### src/rtl/seq_bit_serializer_pkg.sv
// seq_bit_serializer_pkg: shared state encoding and parameter defaults
// for the word-to-bit serializer, its 1010 detector top and benches.
package seq_bit_serializer_pkg;

    localparam int   DEF_WIDTH     = 8;
    localparam int   DEF_MSB_FIRST = 1;
    localparam logic DEF_IDLE_BIT  = 1'b0;
    localparam int   DEF_CNT_W     = 16;

    typedef enum logic {
        IDLE  = 1'b0,
        SHIFT = 1'b1
    } ser_state_t;

endpackage

### src/rtl/ser_hold_buf.sv
// ser_hold_buf: one-word holding register with valid/ready intake.
// Ports: clk, reset, s_data/s_valid/s_ready (intake), shift_free (shifter
// can take a word this edge), hold_full, hold_data, load (word moves out).
module ser_hold_buf
    import seq_bit_serializer_pkg::*;
#(
    parameter int WIDTH = DEF_WIDTH
) (
    input  logic             clk,
    input  logic             reset,
    input  logic [WIDTH-1:0] s_data,
    input  logic             s_valid,
    output logic             s_ready,
    input  logic             shift_free,
    output logic             hold_full,
    output logic [WIDTH-1:0] hold_data,
    output logic             load
);

    assign s_ready = !hold_full && !reset;
    assign load    = hold_full && shift_free;

    // Accept requires !hold_full and load requires hold_full, so the two
    // never act on the register in the same cycle.
    always_ff @(posedge clk) begin
        if (reset) begin
            hold_full <= 1'b0;
        end else if (s_valid && s_ready) begin
            hold_full <= 1'b1;
        end else if (load) begin
            hold_full <= 1'b0;
        end
    end

    always_ff @(posedge clk) begin
        if (s_valid && s_ready) begin
            hold_data <= s_data;
        end
    end

endmodule

### src/rtl/seq_bit_serializer.sv
// seq_bit_serializer: parallel words in (valid/ready), one bit per clock
// out on dout. Ports: clk, reset, s_data/s_valid/s_ready, dout,
// dout_valid, word_start, busy, words_sent (wraps), gap_cnt (saturates).
module seq_bit_serializer
    import seq_bit_serializer_pkg::*;
#(
    parameter int   WIDTH     = DEF_WIDTH,
    parameter int   MSB_FIRST = DEF_MSB_FIRST,
    parameter logic IDLE_BIT  = DEF_IDLE_BIT,
    parameter int   CNT_W     = DEF_CNT_W
) (
    input  logic             clk,
    input  logic             reset,
    input  logic [WIDTH-1:0] s_data,
    input  logic             s_valid,
    output logic             s_ready,
    output logic             dout,
    output logic             dout_valid,
    output logic             word_start,
    output logic             busy,
    output logic [CNT_W-1:0] words_sent,
    output logic [CNT_W-1:0] gap_cnt
);

    localparam int            CW   = $clog2(WIDTH);
    localparam logic [CW-1:0] LAST = CW'(WIDTH - 1);

    ser_state_t       st, st_nxt;
    logic [WIDTH-1:0] shreg, shreg_nxt;
    logic [CW-1:0]    bit_cnt, bit_cnt_nxt;
    logic [WIDTH-1:0] hold_data;
    logic             hold_full;
    logic             load;
    logic             last;
    logic             shift_free;
    logic             ws_inc;
    logic             gap_inc;

    assign last       = (st == SHIFT) && (bit_cnt == LAST);
    // The shifter can take the next word on the edge that retires the
    // last bit, which keeps back-to-back words contiguous.
    assign shift_free = (st == IDLE) || last;

    ser_hold_buf #(
        .WIDTH(WIDTH)
    ) u_hold (
        .clk       (clk),
        .reset     (reset),
        .s_data    (s_data),
        .s_valid   (s_valid),
        .s_ready   (s_ready),
        .shift_free(shift_free),
        .hold_full (hold_full),
        .hold_data (hold_data),
        .load      (load)
    );

    always_ff @(posedge clk) begin
        if (reset) begin
            st         <= IDLE;
            shreg      <= '0;
            bit_cnt    <= '0;
            words_sent <= '0;
            gap_cnt    <= '0;
        end else begin
            st      <= st_nxt;
            shreg   <= shreg_nxt;
            bit_cnt <= bit_cnt_nxt;
            if (ws_inc) begin
                words_sent <= words_sent + 1'b1;
            end
            if (gap_inc && (gap_cnt != '1)) begin
                gap_cnt <= gap_cnt + 1'b1;
            end
        end
    end

    always_comb begin
        st_nxt      = st;
        shreg_nxt   = shreg;
        bit_cnt_nxt = bit_cnt;
        ws_inc      = 1'b0;
        gap_inc     = 1'b0;
        if (load) begin
            st_nxt      = SHIFT;
            shreg_nxt   = hold_data;
            bit_cnt_nxt = '0;
            ws_inc      = 1'b1;
        end else begin
            unique case (st)
                IDLE: begin
                    st_nxt = IDLE;
                end
                SHIFT: begin
                    if (last) begin
                        st_nxt  = IDLE;
                        gap_inc = 1'b1;
                    end else begin
                        if (MSB_FIRST != 0) begin
                            shreg_nxt = shreg << 1;
                        end else begin
                            shreg_nxt = shreg >> 1;
                        end
                        bit_cnt_nxt = bit_cnt + 1'b1;
                    end
                end
                default: begin
                    st_nxt = IDLE;
                end
            endcase
        end
    end

    always_comb begin
        dout       = IDLE_BIT;
        dout_valid = 1'b0;
        if (st == SHIFT) begin
            dout       = (MSB_FIRST != 0) ? shreg[WIDTH-1] : shreg[0];
            dout_valid = 1'b1;
        end
    end

    assign word_start = (st == SHIFT) && (bit_cnt == '0);
    assign busy       = (st == SHIFT) || hold_full;

endmodule

### config.mk
export PLATFORM = sky130hd
export DESIGN_NAME = seq_bit_serializer
export DESIGN_NICKNAME = d
export VERILOG_FILES = /design/src/rtl/seq_bit_serializer_pkg.sv /design/src/rtl/ser_hold_buf.sv /design/src/rtl/seq_bit_serializer.sv
export SDC_FILE = /design/constraint.sdc
export NUM_CORES = 1
export LEC_CHECK = 0
export ABC_AREA = 1
export BUFFER_PORTS_ARGS = -buffer_cell sky130_fd_sc_hd__buf_2
export CORE_ASPECT_RATIO = 0.8
export CORE_MARGIN = 5
export CORE_UTILIZATION = 45
export CTS_CLUSTER_DIAMETER = 120
export DETAILED_ROUTE_END_ITERATION = 8
export PLACE_DENSITY_LB_ADDON = 0.08
export RECOVER_POWER = 25
export SYNTH_ARGS = -nofsm -noshare
export SYNTH_HDL_FRONTEND = slang
export SYNTH_HIERARCHICAL = 1
export SYNTH_SLANG_ARGS = --single-unit
### constraint.sdc
create_clock -name clk -period 3.9 [get_ports clk]
set_clock_uncertainty 0.1 [all_clocks]
set_input_delay 0.78 -clock clk [delete_from_list [all_inputs] [get_ports clk]]
set_output_delay 0.78 -clock clk [all_outputs]
set_load 0.1 [all_outputs]
==> Word-level counts from Yosys, hierarchy flattened <==
Index checks and enable logic that the tools add are counted.
{ "word_totals": {"regBits": 53, "input_bits": 11, "output_inout_bits": 37, "word_cells": 45} }
{ "op_classes": {"addsub": 3, "n_eq_ne": 3, "mux": 14, "bitwise": 2, "reduce_logical": 16} }
{ "ops": {"columns": ["cell", "count"], "rows": [
  ["16-bit by 1-bit adder with 16-bit output, second input constant", 2],
  ["8-bit 2-to-1 mux", 3],
  ["16-bit != test, second input constant", 1],
  ["1-bit 2-to-1 mux", 10],
  ["1-bit logical AND", 6],
  ["2-bit AND reduction", 2],
  ["2-bit nonzero test", 2],
  ["3-bit by 1-bit adder with 3-bit output, second input constant", 1],
  ["3-bit == test, second input constant", 1],
  ["3-bit zero test", 1],
  ["1-bit zero test", 2],
  ["1-bit logical OR", 2],
  ["2-bit != test, second input constant", 1],
  ["1-bit NOT", 2],
  ["1-bit one-hot mux with 2 select lines", 1],
  ["2-bit OR reduction", 1]
]} }

==> Depth between registers and ports, before layout <==
{ "logic_depth": {"word_depth": 6, "ltp_mapped": 15, "mapped_depth_nobuf": 14} }

==> Hierarchy <==
The synthesis kept the hierarchy.
{ "by_module_without_submodules": {"columns": ["mod", "n_inst", "cells_each", "area_each_um2", "seq_area_each_um2"], "rows": [
  ["seq_bit_serializer", 1, 322, 2209.6, 880.8],
  ["ser_hold_buf", 1, 18, 302.8, 260.2]
]} }

==> Worst setup path before layout <==
No wires, ideal clock.
{ "synth_timing": {"path_kind": "register -> output", "startpoint": "register st", "endpoint": "output word_start", "t_arrival_ns": 2.396, "required_time_ns": 3.020, "path_slack_ns": 0.624, "stages_incl_launch_ff": 3, "n_path_buf": 0, "cell_sequence": "dfxtp_1 > nand2_1 > nor2_1"} }
{ "synth_between": {"elab_chain_cells": 1} }
{ "synth_rtl": {"columns": ["element", "line", "source"], "rows": [
  ["start, declared", "seq_bit_serializer.sv:28", "ser_state_t st, st_nxt;"],
  ["start signal, assigned", "seq_bit_serializer.sv:66", "st <= st_nxt;"],
  ["1-bit logical AND", "seq_bit_serializer.sv:123", "assign word_start = (st == SHIFT) && (bit_cnt == '0);"],
  ["end, declared", "seq_bit_serializer.sv:19", "output logic word_start,"]
]} }
No other way between the ends.

==> Final worst setup path <==
{ "layout_timing": {"startpoint": "register bit_cnt[0]", "endpoint": "register gap_cnt[4]"} }
{ "layout_between": {"elab_chain_cells": 6, "word_cells_on_any_way": 8, "cone_classes": "eq/ne: 1; mux: 3; reduce/logical: 4"} }
{ "layout_rtl": {"columns": ["element", "line", "source"], "rows": [
  ["start, declared", "seq_bit_serializer.sv:30", "logic [CW-1:0] bit_cnt, bit_cnt_nxt;"],
  ["start signal, assigned", "seq_bit_serializer.sv:68", "bit_cnt <= bit_cnt_nxt;"],
  ["3-bit == test", "seq_bit_serializer.sv:39", "assign last = (st == SHIFT) && (bit_cnt == LAST);"],
  ["1-bit logical AND", "seq_bit_serializer.sv:39", null],
  ["1-bit logical OR", "seq_bit_serializer.sv:42", "assign shift_free = (st == IDLE) || last;"],
  ["net shift_free", "seq_bit_serializer.sv:35", "logic shift_free;"],
  ["1-bit logical AND", "ser_hold_buf.sv:21", "assign load = hold_full && shift_free;"],
  ["net load", "seq_bit_serializer.sv:33", "logic load;"],
  ["1-bit 2-to-1 mux", "seq_bit_serializer.sv:84", "if (load) begin"],
  ["1-bit logical AND", "seq_bit_serializer.sv:72", "if (gap_inc && (gap_cnt != '1)) begin"],
  ["end signal, assigned", "seq_bit_serializer.sv:73", "gap_cnt <= gap_cnt + 1'b1;"],
  ["end, declared", "seq_bit_serializer.sv:22", "output logic [CNT_W-1:0] gap_cnt"]
]} }
The timed path passes the listed nets, and every way through them passes these cells.
A chain may end at the register's enable or synchronous reset.

==> impl_results.md <==
* First DRT Iteration DRCs at a little under 80
* Row count at 24
* Clk_lat worst skew at 0.31 ns
* Io pins at 48
* CTS Buffer Depth at 2
* DR pass1 iterations at 6
* GRT met1 Usage at 0.218
* FF-to-FF Start: bit_cnt[0]
* WL per Instance at between 10 and 15 um
* TritonCTS clock tree: yes
* Critical path launch point type: flop
* Mapped Area at roughly 0.0025 mm2
* DR vias/cell at around 4.8
* GR met2 Demand/Resource at 0.248
* Min Clock Period, post-route at slightly below 3 ns
* Fraction of layout cells with a size suffix above 1 at 0.162
* Design area at between 0.002 and 0.003 mm2
* Max Slew Vio Count at 0
* RePlAce Congestion at 0.819
* Routed via count at around 2300
* Layout fillers at ~530
* Max-cap violations at 0
* Worst Path Max Fanout at 18
* CP startpoint: bit_cnt[0]
* Peak Freq at 0.345 GHz
* DP Area at 0.00279 mm2
* Initial antenna violation count at 0
* DRC violations left at 0
* Synth cell types at 27
* Fin. Hold Viols at 0
* Final setup violation count at 0
* Grt met3 use at 0.0362
* P_leak at 1.20 nW
* CP Capture Point: gap_cnt[4]
* Critical Path AT at ~3 ns
* Die Ht at roughly 77 um
* Initial core utilization at 0.462
* Post-Syn Nets at between 300 and 400
* Sequential power share at 0.540
* Clk sinks at 53
* GRT busiest layer: met2
* Syn_area_per_cell at 7.39 um2
* Largest net degree at the start of global routing at 29
* Hold Crit Class: reg -> reg
* Hold Path Cell Cnt at 2
* Seq cells post-synth at 53
* Slew headroom at 0.223
* Worst path cell trace: ha_1, ha_1, nor2_1, inv_1, nand2_1, inv_1, inv_2, nand3_1, nor3_1, nand3_1, nand2_1, nor2_1
* First-pass GRT wire length at ~9500 um
* Worst vdd ir at about 0.21 mV
* Mapped Cells at between 300 and 400
* Power density over the cells at roughly 370 mW/mm2
* # Post-CTS Setup Buffers at 0
* Unrepaired setup endpoints after global routing: false
* Core Region at ~0.0054 mm2
* FF/Latch Area at ~0.0011 mm2
* Drt total wl at 5230 um
* Power share of the clock group at 0.364
* Die width at roughly 94 um
* Total CTS buffers at 5
* Clock root cell: clkbuf_8
* CP Data Required Time at ~4 ns
* Sequential share of the synthesized area at 0.454
* Commonest non-fill, non-tap cell in the layout: nand2_1
* Setup tns final at 0 ns
* Final hold slack at between 0.3 and 0.4 ns
* Internal at roughly 0.79 mW
* Hold Buf Count CTS at 0
* Post-route ant nets at 0
* Gr ovfl total at 0
* Vias in the first global route at about 2200
* Cts repair resizes at 0
* GRT Util Overall at 0.159
* Sw Pwr at 0.283 mW
* Ant diodes at 0
* Crit end category: flop
* Most frequent cells in the layout: 78 x nand2_1, 58 x nor2_1, 45 x dfxtp_1, 39 x buf_2, 35 x nand3_1
* Sw Share at 0.265
* CTS H-tree depth at 2
* Yosys warns at 6
* CP max stage delay at ~0.45 ns
* Crit Path Class: reg -> reg
* Multi-input logic area at between 0.001 and 0.0015 mm2
* Measured slew at the worst slew-check pin at between 1 and 1.5 ns
* Final core occ at 0.531
* Detail Placement HPWL at 3860 um
* Reg2Reg Setup Slack at ~1.0 ns
* Fin nets at 403
* Gate power share at 0.097
* Layout overhead on the synthesized area at 14.8%
* Clk pin slew, worst setup/hold paths at approximately 0.10 ns
* Status: completed
* IO Port Bufs at 47
* Fin crit share at 0.742
* Die area at between 0.007 and 0.008 mm2
* FF-to-FF End: gap_cnt[4]
* Reg2Reg Depth at 12
* Critical Path Slowest Stage Cell: nor2_1
==> cell type report <==
class	count	share of cell area
multi-input combinational	246	0.408
clock inverter	3	0.0165
sequential	53	0.396
clock buffer	5	0.0239
tap	78	0.0338
timing repair buffer	47	0.0781
inverter	34	0.0443
==> power by group through the flow <==
| stage | clock [mW] | combinational, mW | sequential, mW |
|---|---|---|---|
| 4_1_cts | 0.404 | 0.105 | 0.578 |
| 2_1_floorplan | 0 | 0.0675 | 0.607 |
| 3_5_place_dp | 0 | 0.105 | 0.590 |
| 6_report | 0.389 | 0.103 | 0.577 |
| 5_1_grt | 0.424 | 0.114 | 0.580 |
| 3_3_place_gp | 0 | 0.104 | 0.590 |
==> routing by layer <==
layer | part of all wire | vias to the layer above
li1 | - | 1205
met1 | 0.51 | 982
met2 | 0.42 | 58
met3 | 0.059 | 9
met4 | 0.015 | 0
met5 | 0 | -
==> Yosys cell counts, drive strengths merged <==
library cell  number  area share
o21ai             10       0.020
dfxtp             45        0.36
nand2             79        0.12
inv               33       0.049
nor2              67        0.12
ha                 5       0.025
nand4              5       0.018
or2                1      0.0025
a211oi             1      0.0030
clkinv             1      0.0015
nand3             36       0.074
nor3               5       0.010
edfxtp             8       0.096
a31oi              7       0.017
buf                5       0.021
o31ai              1      0.0030
a21oi             27       0.055
clkbuf             2      0.0030
o21a               2      0.0060
==> cell families (layout without fill, tap and decap cells) <==
family	count (synthesis)	in the layout	share of synthesized area
simple gates	193	193	0.342
fa+ha+maj	5	5	0.0249
buf+inv	41	89	0.0747
flops	53	53	0.454
compound gates	48	48	0.105
==> worst min path at each step <==
stage / start / endpoint
after floorplan: shreg[0] / shreg[0]
after global placement: shreg[0] / shreg[0]
after detailed placement: shreg[0] / shreg[0]
after CTS: shreg[0] / shreg[0]
after global routing: shreg[0] / shreg[0]
final: shreg[0] / shreg[0]
==> critical path: cells and delay by family (launching register included) <==
kind | cells | cell delay [ns]
flops | 1 | 0.33
buf+inv | 3 | 0.73
fa+ha+maj | 2 | 0.40
simple gates | 7 | 1.24
==> registers in the layout (all words and copies together) (netlist names) <==
register and flops:
u_hold/hold_full 1, u_hold/hold_data 8, st 1, gap_cnt 16, shreg 8, words_sent 16, bit_cnt 3
==> per-stage QoR <==
stage | cells | setup slack, ns | power, mW
final | 466 | 1.01 | 1.07
after global routing | 466 | 0.686 | 1.12
after CTS | 466 | 1.19 | 1.09
after detailed placement | 458 | 1.21 | 0.695
after floorplan | 340 | 0.624 | 0.675
after global placement | 458 | 1.30 | 0.694
(Power assumes the default switching activity.)
